<file path="config.mk">
export PLATFORM = sky130hd
export DESIGN_NAME = lowx_mem_arbiter_flat
export DESIGN_NICKNAME = d
export VERILOG_FILES = /design/src/rtl/lowx_mem_arbiter_pkg.sv /design/src/rtl/lowx_mem_arbiter_if.sv /design/src/rtl/lowx_mem_arbiter_rr_arb2.sv /design/src/rtl/lowx_mem_arbiter.sv /design/src/flat_wrapper.sv
export SDC_FILE = /design/constraint.sdc
export NUM_CORES = 1
export LEC_CHECK = 0
export ABC_CLOCK_PERIOD_IN_PS = 2009
export CAP_MARGIN = 20
export CORE_AREA = 2 2 292 294
export CTS_BUF_LIST = sky130_fd_sc_hd__clkbuf_16
export DETAILED_ROUTE_END_ITERATION = 10
export DIE_AREA = 0 0 294 296
export DONT_BUFFER_PORTS = 1
export PLACE_DENSITY = 0.39
export SLEW_MARGIN = 20
export SYNTH_ARGS = -nofsm -noshare
export SYNTH_HDL_FRONTEND = slang
export SYNTH_SLANG_ARGS = --single-unit
</file>
<file path="constraint.sdc">
create_clock -name clk_i -period 2.01 [get_ports clk_i]
set_input_delay 0.402 -clock clk_i [delete_from_list [all_inputs] [get_ports clk_i]]
set_output_delay 0.402 -clock clk_i [all_outputs]
set_load 0.02 [all_outputs]
</file>
<file path="src/rtl/lowx_mem_arbiter_pkg.sv">
// -----------------------------------------------------------------------------
// lowx_mem_arbiter_pkg
// Shared types for the lower-level memory arbiter: the owner and FSM state
// enums, the default bus widths, and the latched-transaction record.
// -----------------------------------------------------------------------------
package lowx_mem_arbiter_pkg;

  localparam int LOWX_XLEN     = 32;
  localparam int LOWX_BLK_SIZE = 128;

  typedef enum logic {
    ARB_IC = 1'b0,
    ARB_DC = 1'b1
  } arb_owner_e;

  typedef enum logic [1:0] {
    ARB_IDLE  = 2'd0,
    ARB_ISSUE = 2'd1,
    ARB_WAIT  = 2'd2
  } arb_state_e;

  // One granted request, frozen for the whole transaction.
  typedef struct packed {
    logic [LOWX_XLEN-1:0]     addr;
    logic                     rw;
    logic [LOWX_BLK_SIZE-1:0] data;
    logic                     uncached;
    arb_owner_e               owner;
  } lowx_txn_t;

  function automatic arb_owner_e other_side(input arb_owner_e side);
    return (side == ARB_IC) ? ARB_DC : ARB_IC;
  endfunction

endpackage

</file>
<file path="src/rtl/lowx_mem_arbiter_if.sv">
// -----------------------------------------------------------------------------
// lowx_mem_arbiter_if
// Bundles the three buses around the arbiter:
//   ic_*  : I-cache miss path (read only)
//   dc_*  : D-cache miss / writeback / uncached path
//   mem_* : single downstream memory port
//   busy_o, timeout_err_o : status
// Modports:
//   master : the arbiter view (drives readies, responses, mem requests)
//   slave  : the surrounding environment (caches and memory adapter)
// -----------------------------------------------------------------------------
interface lowx_mem_arbiter_if #(
  parameter int XLEN     = 32,
  parameter int BLK_SIZE = 128
);

  logic                ic_req_valid_i;
  logic [XLEN-1:0]     ic_req_addr_i;
  logic                ic_req_ready_o;
  logic                ic_rsp_valid_o;
  logic [BLK_SIZE-1:0] ic_rsp_data_o;

  logic                dc_req_valid_i;
  logic [XLEN-1:0]     dc_req_addr_i;
  logic                dc_req_rw_i;
  logic [BLK_SIZE-1:0] dc_req_data_i;
  logic                dc_req_uncached_i;
  logic                dc_req_ready_o;
  logic                dc_rsp_valid_o;
  logic [BLK_SIZE-1:0] dc_rsp_data_o;

  logic                mem_req_valid_o;
  logic                mem_req_ready_i;
  logic [XLEN-1:0]     mem_req_addr_o;
  logic                mem_req_rw_o;
  logic [BLK_SIZE-1:0] mem_req_data_o;
  logic                mem_req_uncached_o;
  logic                mem_rsp_valid_i;
  logic [BLK_SIZE-1:0] mem_rsp_data_i;

  logic                busy_o;
  logic                timeout_err_o;

  modport master (
    input  ic_req_valid_i, ic_req_addr_i,
    input  dc_req_valid_i, dc_req_addr_i, dc_req_rw_i, dc_req_data_i, dc_req_uncached_i,
    input  mem_req_ready_i, mem_rsp_valid_i, mem_rsp_data_i,
    output ic_req_ready_o, ic_rsp_valid_o, ic_rsp_data_o,
    output dc_req_ready_o, dc_rsp_valid_o, dc_rsp_data_o,
    output mem_req_valid_o, mem_req_addr_o, mem_req_rw_o, mem_req_data_o, mem_req_uncached_o,
    output busy_o, timeout_err_o
  );

  modport slave (
    output ic_req_valid_i, ic_req_addr_i,
    output dc_req_valid_i, dc_req_addr_i, dc_req_rw_i, dc_req_data_i, dc_req_uncached_i,
    output mem_req_ready_i, mem_rsp_valid_i, mem_rsp_data_i,
    input  ic_req_ready_o, ic_rsp_valid_o, ic_rsp_data_o,
    input  dc_req_ready_o, dc_rsp_valid_o, dc_rsp_data_o,
    input  mem_req_valid_o, mem_req_addr_o, mem_req_rw_o, mem_req_data_o, mem_req_uncached_o,
    input  busy_o, timeout_err_o
  );

endinterface

</file>
<file path="src/rtl/lowx_mem_arbiter_rr_arb2.sv">
// -----------------------------------------------------------------------------
// rr_arb2
// Combinational two-way round-robin pick between the I-side and D-side.
// Ports:
//   ic_valid_i, dc_valid_i : pending requests
//   last_grant_i           : side granted most recently
//   gnt_valid_o            : some side can be granted
//   gnt_owner_o            : which side wins (the one not granted last on a tie)
// -----------------------------------------------------------------------------
module rr_arb2
  import lowx_mem_arbiter_pkg::*;
(
  input  logic       ic_valid_i,
  input  logic       dc_valid_i,
  input  arb_owner_e last_grant_i,
  output logic       gnt_valid_o,
  output arb_owner_e gnt_owner_o
);

  always_comb begin
    gnt_valid_o = ic_valid_i | dc_valid_i;
    gnt_owner_o = ARB_IC;
    if (ic_valid_i && dc_valid_i) begin
      gnt_owner_o = other_side(last_grant_i);
    end else if (dc_valid_i) begin
      gnt_owner_o = ARB_DC;
    end
  end

endmodule

</file>
<file path="src/rtl/lowx_mem_arbiter.sv">
// -----------------------------------------------------------------------------
// lowx_mem_arbiter
// Shares one downstream memory port between the I-cache and D-cache miss
// paths. One block-sized transaction is in flight at a time; the owner is
// picked round-robin, the request is latched, issued, and the response is
// routed back as a one-cycle pulse. A watchdog ends a hung transaction with a
// zero-data response and a sticky error flag.
// Ports:
//   clk_i, rst_i : clock, synchronous active-high reset
//   bus          : lowx_mem_arbiter_if.master (ic_*, dc_*, mem_*, busy_o,
//                  timeout_err_o)
// Parameters:
//   XLEN, BLK_SIZE : address / block widths
//   TIMEOUT_CYC    : max cycles in WAIT before the watchdog fires, 0 = off
//
// state     | meaning
// ----------+-------------------------------------------------------------
// ARB_IDLE  | no transaction; the round-robin winner is readied and latched
// ARB_ISSUE | mem_req_valid_o high with latched fields until mem_req_ready_i
// ARB_WAIT  | waiting for mem_rsp_valid_i; watchdog counting
// -----------------------------------------------------------------------------
module lowx_mem_arbiter
  import lowx_mem_arbiter_pkg::*;
#(
  parameter int XLEN        = LOWX_XLEN,
  parameter int BLK_SIZE    = LOWX_BLK_SIZE,
  parameter int TIMEOUT_CYC = 1024
) (
  input  logic clk_i,
  input  logic rst_i,
  lowx_mem_arbiter_if.master bus
);

  // Counter only needs to reach TIMEOUT_CYC-1.
  localparam int WDOG_W = (TIMEOUT_CYC > 1) ? $clog2(TIMEOUT_CYC) : 1;
  localparam logic [WDOG_W-1:0] WDOG_LAST = WDOG_W'(TIMEOUT_CYC - 1);
  localparam bit WDOG_EN = (TIMEOUT_CYC != 0);

  arb_state_e                 state_q, state_d;
  arb_owner_e                 last_grant_q, last_grant_d;
  lowx_txn_t                  txn_q, txn_d;
  logic [WDOG_W-1:0]          wdog_q, wdog_d;
  logic                       ic_rsp_valid_q, ic_rsp_valid_d;
  logic                       dc_rsp_valid_q, dc_rsp_valid_d;
  logic [LOWX_BLK_SIZE-1:0]   ic_rsp_data_q, ic_rsp_data_d;
  logic [LOWX_BLK_SIZE-1:0]   dc_rsp_data_q, dc_rsp_data_d;
  logic                       timeout_err_q, timeout_err_d;

  logic                       gnt_valid;
  arb_owner_e                 gnt_owner;
  logic                       ic_ready;
  logic                       dc_ready;
  logic                       rsp_fire;
  logic [LOWX_BLK_SIZE-1:0]   rsp_data;

  rr_arb2 u_rr_arb2 (
    .ic_valid_i   (bus.ic_req_valid_i),
    .dc_valid_i   (bus.dc_req_valid_i),
    .last_grant_i (last_grant_q),
    .gnt_valid_o  (gnt_valid),
    .gnt_owner_o  (gnt_owner)
  );

  always_comb begin
    state_d        = state_q;
    last_grant_d   = last_grant_q;
    txn_d          = txn_q;
    wdog_d         = wdog_q;
    ic_rsp_valid_d = 1'b0;
    dc_rsp_valid_d = 1'b0;
    ic_rsp_data_d  = ic_rsp_data_q;
    dc_rsp_data_d  = dc_rsp_data_q;
    timeout_err_d  = timeout_err_q;
    ic_ready       = 1'b0;
    dc_ready       = 1'b0;
    rsp_fire       = 1'b0;
    rsp_data       = '0;

    case (state_q)
      ARB_IDLE: begin
        // Gated by rst_i so no handshake completes in a reset cycle.
        if (gnt_valid && !rst_i) begin
          state_d      = ARB_ISSUE;
          last_grant_d = gnt_owner;
          txn_d.owner  = gnt_owner;
          if (gnt_owner == ARB_IC) begin
            ic_ready       = 1'b1;
            txn_d.addr     = bus.ic_req_addr_i;
            txn_d.rw       = 1'b0;
            txn_d.data     = '0;
            txn_d.uncached = 1'b0;
          end else begin
            dc_ready       = 1'b1;
            txn_d.addr     = bus.dc_req_addr_i;
            txn_d.rw       = bus.dc_req_rw_i;
            txn_d.data     = bus.dc_req_data_i;
            txn_d.uncached = bus.dc_req_uncached_i;
          end
        end
      end

      ARB_ISSUE: begin
        if (bus.mem_req_ready_i) begin
          state_d = ARB_WAIT;
          wdog_d  = '0;
        end
      end

      ARB_WAIT: begin
        wdog_d = wdog_q + WDOG_W'(1);
        if (bus.mem_rsp_valid_i) begin
          state_d  = ARB_IDLE;
          rsp_fire = 1'b1;
          rsp_data = txn_q.rw ? '0 : bus.mem_rsp_data_i;
        end else if (WDOG_EN && (wdog_q == WDOG_LAST)) begin
          state_d       = ARB_IDLE;
          rsp_fire      = 1'b1;
          rsp_data      = '0;
          timeout_err_d = 1'b1;
        end
      end

      default: state_d = ARB_IDLE;
    endcase

    // The non-owner's data register is left untouched.
    if (rsp_fire) begin
      if (txn_q.owner == ARB_IC) begin
        ic_rsp_valid_d = 1'b1;
        ic_rsp_data_d  = rsp_data;
      end else begin
        dc_rsp_valid_d = 1'b1;
        dc_rsp_data_d  = rsp_data;
      end
    end
  end

  always_ff @(posedge clk_i) begin
    if (rst_i) begin
      state_q        <= ARB_IDLE;
      last_grant_q   <= ARB_IC;
      txn_q          <= '0;
      wdog_q         <= '0;
      ic_rsp_valid_q <= 1'b0;
      dc_rsp_valid_q <= 1'b0;
      ic_rsp_data_q  <= '0;
      dc_rsp_data_q  <= '0;
      timeout_err_q  <= 1'b0;
    end else begin
      state_q        <= state_d;
      last_grant_q   <= last_grant_d;
      txn_q          <= txn_d;
      wdog_q         <= wdog_d;
      ic_rsp_valid_q <= ic_rsp_valid_d;
      dc_rsp_valid_q <= dc_rsp_valid_d;
      ic_rsp_data_q  <= ic_rsp_data_d;
      dc_rsp_data_q  <= dc_rsp_data_d;
      timeout_err_q  <= timeout_err_d;
    end
  end

  assign bus.ic_req_ready_o     = ic_ready;
  assign bus.dc_req_ready_o     = dc_ready;
  assign bus.ic_rsp_valid_o     = ic_rsp_valid_q;
  assign bus.dc_rsp_valid_o     = dc_rsp_valid_q;
  assign bus.ic_rsp_data_o      = BLK_SIZE'(ic_rsp_data_q);
  assign bus.dc_rsp_data_o      = BLK_SIZE'(dc_rsp_data_q);
  assign bus.mem_req_valid_o    = (state_q == ARB_ISSUE);
  assign bus.mem_req_addr_o     = XLEN'(txn_q.addr);
  assign bus.mem_req_rw_o       = txn_q.rw;
  assign bus.mem_req_data_o     = BLK_SIZE'(txn_q.data);
  assign bus.mem_req_uncached_o = txn_q.uncached;
  assign bus.busy_o             = (state_q != ARB_IDLE);
  assign bus.timeout_err_o      = timeout_err_q;

endmodule

</file>
<file path="src/flat_wrapper.sv">
// flat-port wrapper written by rule: the top's interface ports become plain ports
module lowx_mem_arbiter_flat import lowx_mem_arbiter_pkg::*;
#(
  parameter int XLEN        = LOWX_XLEN,
  parameter int BLK_SIZE    = LOWX_BLK_SIZE,
  parameter int TIMEOUT_CYC = 1024
)
  (clk_i, rst_i, bus_ic_req_valid_i, bus_ic_req_addr_i, bus_dc_req_valid_i, bus_dc_req_addr_i, bus_dc_req_rw_i, bus_dc_req_data_i, bus_dc_req_uncached_i, bus_mem_req_ready_i, bus_mem_rsp_valid_i, bus_mem_rsp_data_i, bus_ic_req_ready_o, bus_ic_rsp_valid_o, bus_ic_rsp_data_o, bus_dc_req_ready_o, bus_dc_rsp_valid_o, bus_dc_rsp_data_o, bus_mem_req_valid_o, bus_mem_req_addr_o, bus_mem_req_rw_o, bus_mem_req_data_o, bus_mem_req_uncached_o, bus_busy_o, bus_timeout_err_o);
  lowx_mem_arbiter_if #(.XLEN(XLEN), .BLK_SIZE(BLK_SIZE)) bus_i ();
  input  logic clk_i;
  input  logic rst_i;
  input wire logic [$bits(bus_i.ic_req_valid_i)-1:0] bus_ic_req_valid_i;
  input wire logic [$bits(bus_i.ic_req_addr_i)-1:0] bus_ic_req_addr_i;
  input wire logic [$bits(bus_i.dc_req_valid_i)-1:0] bus_dc_req_valid_i;
  input wire logic [$bits(bus_i.dc_req_addr_i)-1:0] bus_dc_req_addr_i;
  input wire logic [$bits(bus_i.dc_req_rw_i)-1:0] bus_dc_req_rw_i;
  input wire logic [$bits(bus_i.dc_req_data_i)-1:0] bus_dc_req_data_i;
  input wire logic [$bits(bus_i.dc_req_uncached_i)-1:0] bus_dc_req_uncached_i;
  input wire logic [$bits(bus_i.mem_req_ready_i)-1:0] bus_mem_req_ready_i;
  input wire logic [$bits(bus_i.mem_rsp_valid_i)-1:0] bus_mem_rsp_valid_i;
  input wire logic [$bits(bus_i.mem_rsp_data_i)-1:0] bus_mem_rsp_data_i;
  output wire logic [$bits(bus_i.ic_req_ready_o)-1:0] bus_ic_req_ready_o;
  output wire logic [$bits(bus_i.ic_rsp_valid_o)-1:0] bus_ic_rsp_valid_o;
  output wire logic [$bits(bus_i.ic_rsp_data_o)-1:0] bus_ic_rsp_data_o;
  output wire logic [$bits(bus_i.dc_req_ready_o)-1:0] bus_dc_req_ready_o;
  output wire logic [$bits(bus_i.dc_rsp_valid_o)-1:0] bus_dc_rsp_valid_o;
  output wire logic [$bits(bus_i.dc_rsp_data_o)-1:0] bus_dc_rsp_data_o;
  output wire logic [$bits(bus_i.mem_req_valid_o)-1:0] bus_mem_req_valid_o;
  output wire logic [$bits(bus_i.mem_req_addr_o)-1:0] bus_mem_req_addr_o;
  output wire logic [$bits(bus_i.mem_req_rw_o)-1:0] bus_mem_req_rw_o;
  output wire logic [$bits(bus_i.mem_req_data_o)-1:0] bus_mem_req_data_o;
  output wire logic [$bits(bus_i.mem_req_uncached_o)-1:0] bus_mem_req_uncached_o;
  output wire logic [$bits(bus_i.busy_o)-1:0] bus_busy_o;
  output wire logic [$bits(bus_i.timeout_err_o)-1:0] bus_timeout_err_o;
  assign bus_i.ic_req_valid_i = bus_ic_req_valid_i;
  assign bus_i.ic_req_addr_i = bus_ic_req_addr_i;
  assign bus_i.dc_req_valid_i = bus_dc_req_valid_i;
  assign bus_i.dc_req_addr_i = bus_dc_req_addr_i;
  assign bus_i.dc_req_rw_i = bus_dc_req_rw_i;
  assign bus_i.dc_req_data_i = bus_dc_req_data_i;
  assign bus_i.dc_req_uncached_i = bus_dc_req_uncached_i;
  assign bus_i.mem_req_ready_i = bus_mem_req_ready_i;
  assign bus_i.mem_rsp_valid_i = bus_mem_rsp_valid_i;
  assign bus_i.mem_rsp_data_i = bus_mem_rsp_data_i;
  assign bus_ic_req_ready_o = bus_i.ic_req_ready_o;
  assign bus_ic_rsp_valid_o = bus_i.ic_rsp_valid_o;
  assign bus_ic_rsp_data_o = bus_i.ic_rsp_data_o;
  assign bus_dc_req_ready_o = bus_i.dc_req_ready_o;
  assign bus_dc_rsp_valid_o = bus_i.dc_rsp_valid_o;
  assign bus_dc_rsp_data_o = bus_i.dc_rsp_data_o;
  assign bus_mem_req_valid_o = bus_i.mem_req_valid_o;
  assign bus_mem_req_addr_o = bus_i.mem_req_addr_o;
  assign bus_mem_req_rw_o = bus_i.mem_req_rw_o;
  assign bus_mem_req_data_o = bus_i.mem_req_data_o;
  assign bus_mem_req_uncached_o = bus_i.mem_req_uncached_o;
  assign bus_busy_o = bus_i.busy_o;
  assign bus_timeout_err_o = bus_i.timeout_err_o;
  lowx_mem_arbiter #(.XLEN(XLEN), .BLK_SIZE(BLK_SIZE), .TIMEOUT_CYC(TIMEOUT_CYC)) u_core (.clk_i(clk_i), .rst_i(rst_i), .bus(bus_i));
endmodule
</file>
==> results of run 1 <==
==> metal layers <==
| layer | share of wire [%] | wire length, µm |
|---|---|---|
| met5 | 0.020 | 13 |
| met4 | 2.9 | 1871 |
| met3 | 9.8 | 6261 |
| met2 | 50 | 31740 |
| met1 | 38 | 23990 |
==> cell type report <==
class	instances	area, µm²
well taps	1090	1364
flip-flops and latches	434	8697
clock buffers	49	1226
inverters	4	25.02
repair buffers	372	4457
fillers	8910	61050
clock inverters	37	259.0
multi-input cells	1204	7128
==> synthesized netlist by cell type (all sizes together), types with 2 or more instances <==
cell,instances
mux2,3
dfxtp,434
nand3b,2
nor3,5
a21oi,139
nand3,133
o21ai,2
nand4,3
nor2b,2
or4,4
nor3b,2
inv,4
buf,46
mux2i,288
clkbuf,101
nand2,525
o311ai,2
nor2,44
a211oi,32
==> registers in the layout (all words and copies together) (netlist names) <==
register / flops
u_core.bus.dc_rsp_data_o: 128
u_core.bus.ic_rsp_data_o: 128
u_core.bus.mem_req_data_o: 128
u_core.bus.mem_req_addr_o: 32
u_core.wdog_q: 10
u_core.state_q: 2
u_core.bus.dc_rsp_valid_o: 1
u_core.bus.ic_rsp_valid_o: 1
u_core.bus.mem_req_rw_o: 1
u_core.bus.mem_req_uncached_o: 1
u_core.bus.timeout_err_o: 1
u_core.last_grant_q: 1
==> critical path: cells and delay by family (launching register included) <==
kind	cells	cell delay, ns
buffers and inverters	1	0.13
flip-flops	1	0.35
AND/OR/NAND/NOR	2	0.70
==> cells by family after synthesis <==
| family | after synthesis |
|---|---|
| DFF | 434 |
| and+or+nand+nor | 728 |
| buffers and inverters | 151 |
| adders and majority gates | 1 |
| muxes | 291 |
| AOI/OAI and AO/OA | 182 |
==> power breakdown <==
part           internal [mW]  switching, mW  leakage [nW]
clock                   4.79           3.68         0.783
sequential              8.78          0.369          3.51
combinational          0.879          0.927          4.53
total                   14.5           4.97          8.82
==> final timing paths <==
check                              endpoint  depth (start not counted)  slack (ns)                    from
max                      bus_ic_req_ready_o                          3       -0.15       u_core.state_q[1]
min          u_core.bus.mem_req_data_o[126]                          2        0.02  bus_dc_req_data_i[126]
max reg2reg     u_core.bus.ic_rsp_data_o[8]                          9       -0.14        u_core.wdog_q[0]
min reg2reg                u_core.wdog_q[9]                          2        0.52        u_core.wdog_q[9]
==> timing repair <==
| action | in CTS | in global routing |
|---|---|---|
| cloned | 20 | 6 |
| endpoints found under the setup margin | 255 | 338 |
| endpoints found under the hold margin | 385 | 80 |
| hold buffers | 179 | 51 |
| gates resized for setup | 95 | 51 |
| pin swaps | 6 | 7 |
| buffers inserted | 47 | 12 |
==> metrics by stage <==
stage               utilization [%]  area [µm²]  TNS [ns]
finish                        27.50       23160    -15.04
global route                  27.50       23160    -30.89
CTS                           26.76       22540    -36.81
detailed placement            21.34       17970    -23.35
global placement              21.34       17970    -13.88
floorplan                         -       16420         0
==> impl_metrics.py, run 1 <==
metrics = {
    "placed_design": {
        "io_buffers": 0,
        "globalplace.congestion": 0.8461,
        "pre_cts_ws_ns": -0.1646,
        "hpwlAfterDp_um": 41610,
        "dpl.cell_count": 2813,
    },
    "synthesis": {
        "yosysTopAreaCell": "dfxtp_1",
        "netlist_instances": 1787,
        "synth_top_family_by_area": "simple AND/OR/NAND/NOR gates",
        "synth_cell_types": 41,
        "synth_compound_area_share_pct": 6.258,
        "synth-simple-area-share_pct": 18.23,
        "synthXorXnorAreaFrac_pct": 0,
        "synth_area_leaders": "dfxtp_1 53%, mux2i_1 18%, nand2_1 12%, a21oi_1 4.2%, nand3_1 4.1%",
        "yosysWarnings": 0,
        "ys.flop_type": "dfxtp_1",
        "synth_edf_count": 0,
        "synthMuxAreaShare_pct": 17.77,
        "ys_seq_area_share_pct": 52.93,
        "syn-cell-area_um2": 16420,
        "avgSynthCellArea_um2": 9.186,
        "synth_top_area_share_pct": 52.93,
        "ys_ff_latch": 434,
        "async_flop_share_pct": 0,
        "synthAdderAreaFrac_pct": 0.07622,
        "syn_nets": 2116,
    },
    "grt": {
        "grt-busiest-layer": "met2",
        "grt_max_degree": 181,
        "grt_overflow_total": 0,
        "grt_use_met1_pct": 14.24,
        "use_met2_pct": 22.92,
        "grt_pass1_wl_um": 86620,
        "track_usage_pct": 12.97,
        "antenna_found_initial": 2,
        "grt_use_met3_pct": 5.029,
        "grt_pass1_vias": 13550,
    },
    "sta": {
        "worstMarginPinSlew_ns": 0.6169,
        "fin_crit_sh_pct": 107.7,
        "finalClockSkew_ns": 0.01484,
        "slew_violations": 0,
        "hold_ws_ns": 0.01840,
        "fin_ws_ns": -0.1543,
        "setup_viol": 224,
        "hold_viol": 0,
        "rsz0062_at_grt": "yes",
        "maxSlewHeadroom_pct": 58.87,
        "fmax_mhz": 462.0,
        "period_minus_slack_ns": 2.164,
    },
    "detailed_routing": {
        "routed_wl_um": 63880,
        "wire_per_inst_um": 20.02,
        "firstDrtPassIters": 5,
        "via_per_inst": 4.383,
        "route.detailed.drc": 0,
        "drt_iter0_drc": 614,
        "antenna_left": 0,
        "num_vias": 13980,
    },
    "clock_tree": {
        "htree_levels": 2,
        "clk_pin_slew_ns": 0.06,
        "clock_tree.buffer_depth": 3,
        "cts_root_buf": "clkbuf_16",
        "clk_latency_ns": 0.58,
        "tritoncts": "done",
        "cts.sinks": 434,
        "cts_buffers": 49,
    },
    "final_layout": {
        "final_cell_mix": "523 x nand2_1, 429 x dfxtp_1, 283 x mux2i_1",
        "finalNetCount": 2394,
        "diodes": 0,
        "syn_to_final_growth_pct": 41.06,
        "drive_above_1_share_pct": 12.00,
        "fin_cells": 3190,
        "final_common_cell": "nand2_1",
    },
    "pwr": {
        "peakVddDrop_uv": 474.9,
        "leakagePower_nw": 8.822,
        "p_per_area_nw_per_um2": 839.0,
        "fin_total_pwr_mw": 19.43,
    },
    "flow_run": {
        "timing.max_cap.violations": 0,
    },
    "critical_path": {
        "path_class": "flop to output port",
        "path_max_fanout": 6,
        "crit_chain": "buf_8 -> or4_4 -> nor2_4",
        "worst_setup_path_end_kind": "output port",
        "start_kind": "flop",
        "required_ns": 1.61,
        "cp_slowest_cell": "or4_4",
        "crit_arrival_ns": 1.76,
        "slowest_delay_ns": 0.51,
    },
    "worst_hold_path": {
        "hold_class": "input port to flop",
    },
    "status": {
        "outcome": "complete, but fails checks",
        "violations": "setup timing",
    },
    "floorplanning": {
        "io_pins": 753,
        "dieWidth_um": 294,
        "initial_core_util_pct": 19.49,
        "core-area_um2": 84210,
        "num_rows": 107,
        "die_h_um": 296,
        "die_area_um2": 87020,
    },
}
(Power assumes the default switching activity.)
==> run 2, diff against run 1 <==
--- a/config.mk
+++ b/config.mk
@@ -12,6 +12,7 @@
 export DETAILED_ROUTE_END_ITERATION = 10
 export DIE_AREA = 0 0 294 296
 export DONT_BUFFER_PORTS = 1
+export GPL_TIMING_DRIVEN = 0
 export PLACE_DENSITY = 0.39
 export SLEW_MARGIN = 20
 export SYNTH_ARGS = -nofsm -noshare
==> impl_metrics.py, run 2 (synthesis results as in run 1) <==
metrics = {
    "clock_tree": {
        "htree_levels": 2,
        "cts.sinks": 434,
        "clk_pin_slew_ns": 0.06,
        "cts_root_buf": "clkbuf_16",
        "tritoncts": "done",
        "cts_buffers": 50,
        "clock_tree.buffer_depth": 3,
        "clk_latency_ns": 0.59,
    },
    "status": {
        "outcome": "complete, but fails checks",
        "violations": "setup timing",
    },
    "floorplanning": {
        "initial_core_util_pct": 19.49,
        "dieWidth_um": 294,
        "die_h_um": 296,
        "num_rows": 107,
        "io_pins": 753,
        "die_area_um2": 87020,
        "core-area_um2": 84210,
    },
    "sta": {
        "rsz0062_at_grt": "yes",
        "fin_crit_sh_pct": 115.3,
        "setup_viol": 259,
        "maxSlewHeadroom_pct": 48.33,
        "hold_viol": 0,
        "hold_ws_ns": 0.04269,
        "fmax_mhz": 431.3,
        "finalClockSkew_ns": 0.03208,
        "period_minus_slack_ns": 2.318,
        "final.setup.tns_ns": -24.26,
        "worstMarginPinSlew_ns": 0.7750,
        "slew_violations": 0,
        "fin_ws_ns": -0.3084,
    },
    "grt": {
        "track_usage_pct": 15.42,
        "grt_overflow_total": 0,
        "grt_max_degree": 13,
        "grt_pass1_vias": 15030,
        "grt_pass1_wl_um": 100300,
        "antenna_found_initial": 4,
    },
    "detailed_routing": {
        "via_per_inst": 4.416,
        "routed_wl_um": 71480,
        "drt_iter0_drc": 541,
        "antenna_left": 0,
        "num_vias": 14440,
        "firstDrtPassIters": 5,
        "route.detailed.drc": 0,
        "wire_per_inst_um": 21.86,
    },
    "final_layout": {
        "finalNetCount": 2469,
        "fin_util_pct": 27.70,
        "syn_to_final_growth_pct": 42.08,
        "seqCellArea_um2": 8710,
        "drive_above_1_share_pct": 11.30,
        "final_cell_mix": "523 x nand2_1, 423 x dfxtp_1, 285 x mux2i_1",
        "final_common_cell": "nand2_1",
        "nFillCells": 8906,
        "design_area_um2": 23320,
        "multi_input_area_um2": 7089,
    },
    "placed_design": {
        "pre_cts_ws_ns": -1.358,
        "hpwlAfterDp_um": 51640,
        "globalplace.congestion": 0.8774,
        "place_area_um2": 17790,
        "io_buffers": 0,
    },
    "critical_path": {
        "required_ns": 1.61,
        "crit_chain": "buf_8 -> or4_4 -> clkbuf_16 -> nor2_4",
        "slowest_delay_ns": 0.55,
        "crit_arrival_ns": 1.92,
        "path_max_fanout": 3,
        "start_kind": "flop",
        "worst_setup_path_end_kind": "output port",
        "cp_slowest_cell": "or4_4",
        "path_class": "flop to output port",
    },
    "pwr": {
        "leakagePower_nw": 8.921,
        "p_per_area_nw_per_um2": 836.8,
        "peakVddDrop_uv": 615.3,
    },
    "flow_run": {
        "timing.max_cap.violations": 0,
    },
    "worst_hold_path": {
        "hold_class": "input port to flop",
    },
}
[run 2: cell count changes in the layout (fill, tap and decap cells not counted), moves of 4 or more]
cell and change:
clkbuf_2 +26, clkbuf_4 +12, dfxtp_2 +4, clkinv_1 +7, buf_4 -33, buf_8 -14, buf_6 -7, dfxtp_1 -6
clkbuf_1 +56, buf_2 +12, dlygate4sd3_1 +22
[run 2: what timing repair did]
item | CTS | global route
resized for setup | 201 | 36
setup endpoints to repair | 429 | 396
hold endpoints to repair | 357 | 1
setup buffers | 32 | 3
gates cloned | 24 | 6
hold buffers | 246 | 1
pin swaps | 9 | 5
[run 2: per-stage QoR]
stage / cells / power [mW]
3_5_place_dp: 2877 / 10.53
2_1_floorplan: 1787 / 10.06
6_report: 3270 / 19.52
3_3_place_gp: 2877 / 10.52
5_1_grt: 3270 / 20.29
4_1_cts: 3267 / 19.82
[run 2: area by class of cell]
type                    count  share of cell area (%)
well taps                1090                   5.847
repair buffers            302                   14.77
flip-flops and latches    434                   37.34
diodes                      3                 0.03219
clock buffers              51                   5.472
multi-input cells        1202                   30.40
plain buffers             146                   5.161
inverters                   4                 0.06437
clock inverters            38                  0.9120
[run 2: routing by layer]
metal | vias to the layer above | routed length, µm | global-route usage (%)
li1 | 6753 | - | -
met1 | 6925 | 26450 | 16.30
met2 | 643 | 36120 | 28.21
met3 | 117 | 6337 | 5.149
met4 | 2 | 2568 | 5.898
met5 | - | 9 | 0
[run 2: final timing paths]
path	cells past startpoint	to	slack, ns	start
max reg2reg	8	u_core.bus.dc_rsp_data_o[64]	-0.20	u_core.wdog_q[0]
max	4	bus_ic_req_ready_o	-0.31	u_core.state_q[1]
min	2	u_core.bus.ic_rsp_data_o[111]	0.04	bus_mem_rsp_data_i[111]
min reg2reg	2	u_core.wdog_q[9]	0.52	u_core.wdog_q[9]
[run 2: critical path: cells and delay by family (launching register included)]
| family | cells | cell delay (ns) |
|---|---|---|
| AND/OR/NAND/NOR | 2 | 0.70 |
| flip-flops | 1 | 0.33 |
| buffers and inverters | 2 | 0.31 |
[run 2: report_power, final]
group / leakage [nW] / switching (mW) / total (mW) / internal, mW
Sequential: 3.51 / 0.380 / 9.16 / 8.78
Clock: 0.789 / 3.74 / 8.54 / 4.80
Combinational: 4.62 / 0.992 / 1.81 / 0.821
